[src/rtl/vc_scheduler.sv]
// vc_scheduler: moves words from two virtual-channel FIFOs (VC0, VC1) to two
// destination FIFOs (D0, D1). VC0 has strict priority, and a word only moves
// when its destination is not almost full. The block also owns the FIFO
// thresholds, which are loaded while the FSM sits in INIT.
module vc_scheduler (
    input  logic       clk,
    input  logic       reset,
    input  logic       init,
    input  logic [1:0] umbral_mf_in,
    input  logic [1:0] umbral_d0_in,
    input  logic [1:0] umbral_d1_in,
    input  logic [3:0] umbral_vc0_in,
    input  logic [3:0] umbral_vc1_in,
    output logic [1:0] umbral_mf,
    output logic [1:0] umbral_d0,
    output logic [1:0] umbral_d1,
    output logic [3:0] umbral_vc0,
    output logic [3:0] umbral_vc1,
    input  logic       vc0_empty,
    input  logic       vc1_empty,
    input  logic [5:0] vc0_data,
    input  logic [5:0] vc1_data,
    input  logic       d0_almost_full,
    input  logic       d1_almost_full,
    input  logic [4:0] fifo_empty,
    input  logic [4:0] fifo_error,
    output logic       pop_vc0,
    output logic       pop_vc1,
    output logic       push_d0,
    output logic       push_d1,
    output logic [5:0] data_out,
    output logic       active_out,
    output logic       idle_out,
    output logic       error_out,
    output logic [4:0] state_out
);

    localparam logic [4:0] ST_RESET  = 5'b00001;
    localparam logic [4:0] ST_INIT   = 5'b00010;
    localparam logic [4:0] ST_IDLE   = 5'b00100;
    localparam logic [4:0] ST_ACTIVE = 5'b01000;
    localparam logic [4:0] ST_ERROR  = 5'b10000;

    logic [4:0] state_r;
    logic [4:0] next_state_s;
    logic       pop_vc0_s;
    logic       pop_vc1_s;
    logic       push_d0_r;
    logic       push_d1_r;
    logic [5:0] data_out_r;
    logic       active_r;
    logic       idle_r;
    logic       error_r;
    logic [1:0] umbral_mf_r;
    logic [1:0] umbral_d0_r;
    logic [1:0] umbral_d1_r;
    logic [3:0] umbral_vc0_r;
    logic [3:0] umbral_vc1_r;

    // Bit 4 of a head word selects its destination: 0 -> D0, 1 -> D1.
    function automatic logic dest_blocked(input logic [5:0] word,
                                          input logic       d0_af,
                                          input logic       d1_af);
        if (word[4]) begin
            dest_blocked = d1_af;
        end else begin
            dest_blocked = d0_af;
        end
    endfunction

    // Next-state logic; error outranks init, which outranks the traffic check.
    always_comb begin
        next_state_s = state_r;
        case (state_r)
            ST_RESET: begin
                next_state_s = ST_INIT;
            end
            ST_INIT: begin
                if (init) begin
                    next_state_s = ST_INIT;
                end else begin
                    next_state_s = ST_IDLE;
                end
            end
            ST_IDLE, ST_ACTIVE: begin
                if (fifo_error != 5'b00000) begin
                    next_state_s = ST_ERROR;
                end else if (init) begin
                    next_state_s = ST_INIT;
                end else if (fifo_empty != 5'b11111) begin
                    next_state_s = ST_ACTIVE;
                end else begin
                    next_state_s = ST_IDLE;
                end
            end
            ST_ERROR: begin
                next_state_s = ST_ERROR;
            end
            default: begin
                next_state_s = ST_RESET;
            end
        endcase
    end

    // Pop arbitration: VC0 first; VC1 only when VC0 is not popping this cycle.
    always_comb begin
        pop_vc0_s = 1'b0;
        pop_vc1_s = 1'b0;
        if (state_r == ST_ACTIVE) begin
            if (!vc0_empty && !dest_blocked(vc0_data, d0_almost_full, d1_almost_full)) begin
                pop_vc0_s = 1'b1;
            end else if (!vc1_empty && !dest_blocked(vc1_data, d0_almost_full, d1_almost_full)) begin
                pop_vc1_s = 1'b1;
            end else begin
                pop_vc0_s = 1'b0;
                pop_vc1_s = 1'b0;
            end
        end else begin
            pop_vc0_s = 1'b0;
            pop_vc1_s = 1'b0;
        end
    end

    // State register and status flags, which track the state being entered.
    always_ff @(posedge clk) begin
        if (reset) begin
            state_r  <= ST_RESET;
            active_r <= 1'b0;
            idle_r   <= 1'b0;
            error_r  <= 1'b0;
        end else begin
            state_r  <= next_state_s;
            active_r <= (next_state_s == ST_ACTIVE);
            idle_r   <= (next_state_s == ST_IDLE);
            error_r  <= (next_state_s == ST_ERROR);
        end
    end

    // Push stage: the popped word is written to its destination one cycle
    // later. This completes even if the state has moved on; only reset drops it.
    always_ff @(posedge clk) begin
        if (reset) begin
            push_d0_r  <= 1'b0;
            push_d1_r  <= 1'b0;
            data_out_r <= 6'd0;
        end else if (pop_vc0_s) begin
            push_d0_r  <= ~vc0_data[4];
            push_d1_r  <= vc0_data[4];
            data_out_r <= vc0_data;
        end else if (pop_vc1_s) begin
            push_d0_r  <= ~vc1_data[4];
            push_d1_r  <= vc1_data[4];
            data_out_r <= vc1_data;
        end else begin
            push_d0_r  <= 1'b0;
            push_d1_r  <= 1'b0;
            data_out_r <= data_out_r;
        end
    end

    // Thresholds follow the inputs only while in INIT and hold otherwise.
    always_ff @(posedge clk) begin
        if (reset) begin
            umbral_mf_r  <= 2'd3;
            umbral_d0_r  <= 2'd3;
            umbral_d1_r  <= 2'd3;
            umbral_vc0_r <= 4'd12;
            umbral_vc1_r <= 4'd12;
        end else if (state_r == ST_INIT) begin
            umbral_mf_r  <= umbral_mf_in;
            umbral_d0_r  <= umbral_d0_in;
            umbral_d1_r  <= umbral_d1_in;
            umbral_vc0_r <= umbral_vc0_in;
            umbral_vc1_r <= umbral_vc1_in;
        end else begin
            umbral_mf_r  <= umbral_mf_r;
            umbral_d0_r  <= umbral_d0_r;
            umbral_d1_r  <= umbral_d1_r;
            umbral_vc0_r <= umbral_vc0_r;
            umbral_vc1_r <= umbral_vc1_r;
        end
    end

    assign pop_vc0    = pop_vc0_s;
    assign pop_vc1    = pop_vc1_s;
    assign push_d0    = push_d0_r;
    assign push_d1    = push_d1_r;
    assign data_out   = data_out_r;
    assign active_out = active_r;
    assign idle_out   = idle_r;
    assign error_out  = error_r;
    assign state_out  = state_r;
    assign umbral_mf  = umbral_mf_r;
    assign umbral_d0  = umbral_d0_r;
    assign umbral_d1  = umbral_d1_r;
    assign umbral_vc0 = umbral_vc0_r;
    assign umbral_vc1 = umbral_vc1_r;

endmodule

[config.mk]
export PLATFORM = sky130hd
export DESIGN_NAME = vc_scheduler
export DESIGN_NICKNAME = d
export VERILOG_FILES = /design/src/rtl/vc_scheduler.sv
export SDC_FILE = /design/constraint.sdc
export NUM_CORES = 1
export LEC_CHECK = 0
export CORE_MARGIN = 2
export CORE_UTILIZATION = 59
export CTS_CLUSTER_DIAMETER = 100
export DETAILED_ROUTE_END_ITERATION = 8
export DONT_BUFFER_PORTS = 1
export MAX_ROUTING_LAYER = met4
export PLACE_DENSITY = 0.73
export RECOVER_POWER = 50
export SYNTH_ARGS = -nofsm -noshare
export SYNTH_HDL_FRONTEND = slang
export SYNTH_SLANG_ARGS = --single-unit
[constraint.sdc]
create_clock -name clk -period 1.89 [get_ports clk]
set_input_delay 0.189 -clock clk [delete_from_list [all_inputs] [get_ports clk]]
set_output_delay 0.189 -clock clk [all_outputs]
set_load 0.01 [all_outputs]
==> flow_metrics.env <==
export IMPL_die_area_mm2=0.00271
export IMPL_cpLargestDelayFamily="simple AND/OR/NAND/NOR gates"
export IMPL_rows=17
export IMPL_period_share=0.938
export IMPL_cts_tree="built"
export IMPL_worstPathArrival_ns=1.58
export IMPL_cp_startpoint="state_out[4]$_SDFF_PP0_"
export IMPL_syn_area_per_cell_um2=8.68
export IMPL_drt_iter0_drc=14
export IMPL_grt_pass1_wl_mm=5.00
export IMPL_vias_per_cell=5.84
export IMPL_setup_viol=0
export IMPL_boundaryPins=75
export IMPL_syn_inst=157
export IMPL_first_pass_iters=4
export IMPL_criticalPathCategory="reg -> out"
export IMPL_critPathBufInv=1
export IMPL_ant_nets=0
export IMPL_slew_headroom=0.521
export IMPL_drt_total_wl_mm=3.21
export IMPL_cts_root_buf="clkbuf_4"
export IMPL_required_ns=1.70
export IMPL_yosysUniqueCellTypes=33
export IMPL_crit_fanout=11
export IMPL_skew_ns=0.00340
export IMPL_critPathSlowestCell="dfxtp_1"
export IMPL_h_tree_depth=2
export IMPL_hold_viol_final=0
export IMPL_clkTransAtPathRegs_ns=0.09
export IMPL_wl_per_cell_um=15.7
export IMPL_max_freq_ghz=0.564
export IMPL_startpoint_type="register"
export IMPL_r2r_start="state_out[1]$_SDFF_PP0_"
export IMPL_worst_skew_pair_late_latency_ns=0.32
export IMPL_rsz0062_at_grt="false"
export IMPL_coreArea_mm2=0.00219
export IMPL_ir_drop_mv=0.609
export IMPL_power_total_mw=1.33
export IMPL_crit_chain="nor3b_4 -> nand2b_4 -> nor4_1 -> buf_4"
export IMPL_area_growth_pct=19.1
export IMPL_overflow=0
export IMPL_syn_area_mm2=0.00136
export IMPL_die_w_um=52.1
export IMPL_worst_pin_slew_ns=0.715
export IMPL_nets=220
export IMPL_power_per_cell_area_mw_per_mm2=820
export IMPL_synth_fp_nets=200
export IMPL_seq_area_frac_synth=0.441
export IMPL_final_common_cell="nand2_1"
export IMPL_clock_path_buffers=2
export IMPL_portBuffers=0
export IMPL_ys_ff_latch=30
export IMPL_clkSinkCount=30
export IMPL_rrSetupSlack_ns=0.39
export IMPL_grt_max_degree=21
export IMPL_critPathMaxStageDelay_ns=0.43
export IMPL_p_leak_nw=0.602
export IMPL_most_common_layout_cells="nand2_1 (37), dfxtp_1 (28), dlygate4sd3_1 (17)"
export IMPL_tns_ns=0
export IMPL_antenna_found_initial=0
export IMPL_start_util=0.622
export IMPL_vias=1197
export IMPL_gp_congestion=0.813
export IMPL_dp_hpwl_mm=2.11
export IMPL_antenna_cells=0
export IMPL_min_from="reset"
export IMPL_grt_usage=0.263
export IMPL_drc_errors=0
export IMPL_ys_warn_count=0
export IMPL_hold_path_class="in -> reg"
export IMPL_slew_viol_final=0
export IMPL_drive_above_1_share=0.107
export IMPL_cts_buffers=5
export IMPL_die_y_um=52.1
export IMPL_finalCoreUtilization=0.741
export IMPL_grt_pass1_vias=1107
export IMPL_outcome="finished, final reports clean"
export IMPL_crit_path_end_kind="primary output"
export IMPL_period_minus_slack_ns=1.77
export IMPL_cap_violations=0
metal layers:
metal  part of all wire  global-route usage  up-vias  wire length (um)
met5                  0                   -        -                 0
met4              0.012              0.0789        0                38
met3              0.080               0.112        6               256
met2               0.51               0.445       52              1630
met1               0.40               0.278      549              1290
li1                   -                   -      590                 -
logic make-up after synthesis:
kind of cell	share of synthesized area
buffers and inverters	0.0211
and+or+nand+nor	0.347
DFF	0.441
muxes	0.0615
xor gates and xnor gates	0.00643
AOI/OAI and AO/OA	0.123
through the flow:
| stage | hold slack (ns) | instances | instance area (um^2) | setup slack [ns] |
|---|---|---|---|---|
| detailed placement | 0.264 | 180 | 1380 | 0.240 |
| floorplan | 0.266 | 157 | 1360 | 0.373 |
| CTS | 0.0246 | 204 | 1610 | 0.0485 |
| finish | 0.0337 | 205 | 1620 | 0.116 |
| global route | 0.0202 | 205 | 1620 | 0.0103 |
| global placement | 0.262 | 180 | 1380 | 0.303 |
final timing paths:
check	to	cells after the start
worst max-delay path	pop_vc1	4
worst min-delay path	state_out[0]$_SDFF_PP1_	1
worst max register to register	umbral_vc1[0]$_SDFFE_PP0N_	4
worst min register to register	umbral_vc0[1]$_SDFFE_PP0N_	2
power by group:
part           total [mW]  internal, mW  switching (mW)  leakage, nW
combinational       0.233         0.117           0.116        0.328
sequential          0.751         0.684          0.0671        0.244
clock               0.346         0.133           0.213       0.0308
total                1.33         0.934           0.396        0.602
repair_timing:
action	CTS	global route
hold buffers	17	0
setup buffers	0	1
gates resized for setup	3	2
endpoints found under the hold margin	23	0
pin swaps	0	1
endpoints found under the setup margin	2	1
flip-flops by register name, indices dropped and copies added, names as in the netlist, 2 cells and up:
register,flops
umbral_d1,2
data_out,6
state_out,5
umbral_vc0,4
umbral_vc1,4
umbral_d0,2
umbral_mf,2
cell type report:
class / instances / area [um^2]
multi-input combinational: 120 / 744
sequential: 30 / 603
fill: 170 / 568
timing repair buffer: 20 / 193
clock buffer: 5 / 37.5
tap: 28 / 35.0
clock inverter: 2 / 10.0
synthesized netlist by cell type:
master	n	area (um^2)
a211o_1	1	8.76
mux2i_1	5	50.1
nor3b_1	1	7.51
or4_4	1	11.3
o21ai_0	1	5.00
a211oi_1	2	15.0
nand2_1	37	139
nand2b_1	7	43.8
o211ai_1	5	37.5
xnor2_1	1	8.76
nor3b_2	1	12.5
or3_1	1	6.26
nor2_2	1	6.26
nor4b_1	2	17.5
nor4b_4	1	23.8
nor2_1	2	7.51
buf_2	2	10.0
a21o_1	2	15.0
dfxtp_1	30	601
clkbuf_1	5	18.8
or2_1	1	6.26
o311ai_0	1	8.76
nand3b_1	10	75.1
and2_1	1	6.26
nor3_1	6	30.0
a2111oi_1	1	10.0
nand3_1	6	30.0
mux2_2	3	33.8
o21bai_1	2	15.0
nor4_1	1	6.26
a21oi_1	8	40.0
o22ai_1	2	12.5
nor2b_1	7	43.8
(Power assumes the default switching activity.)
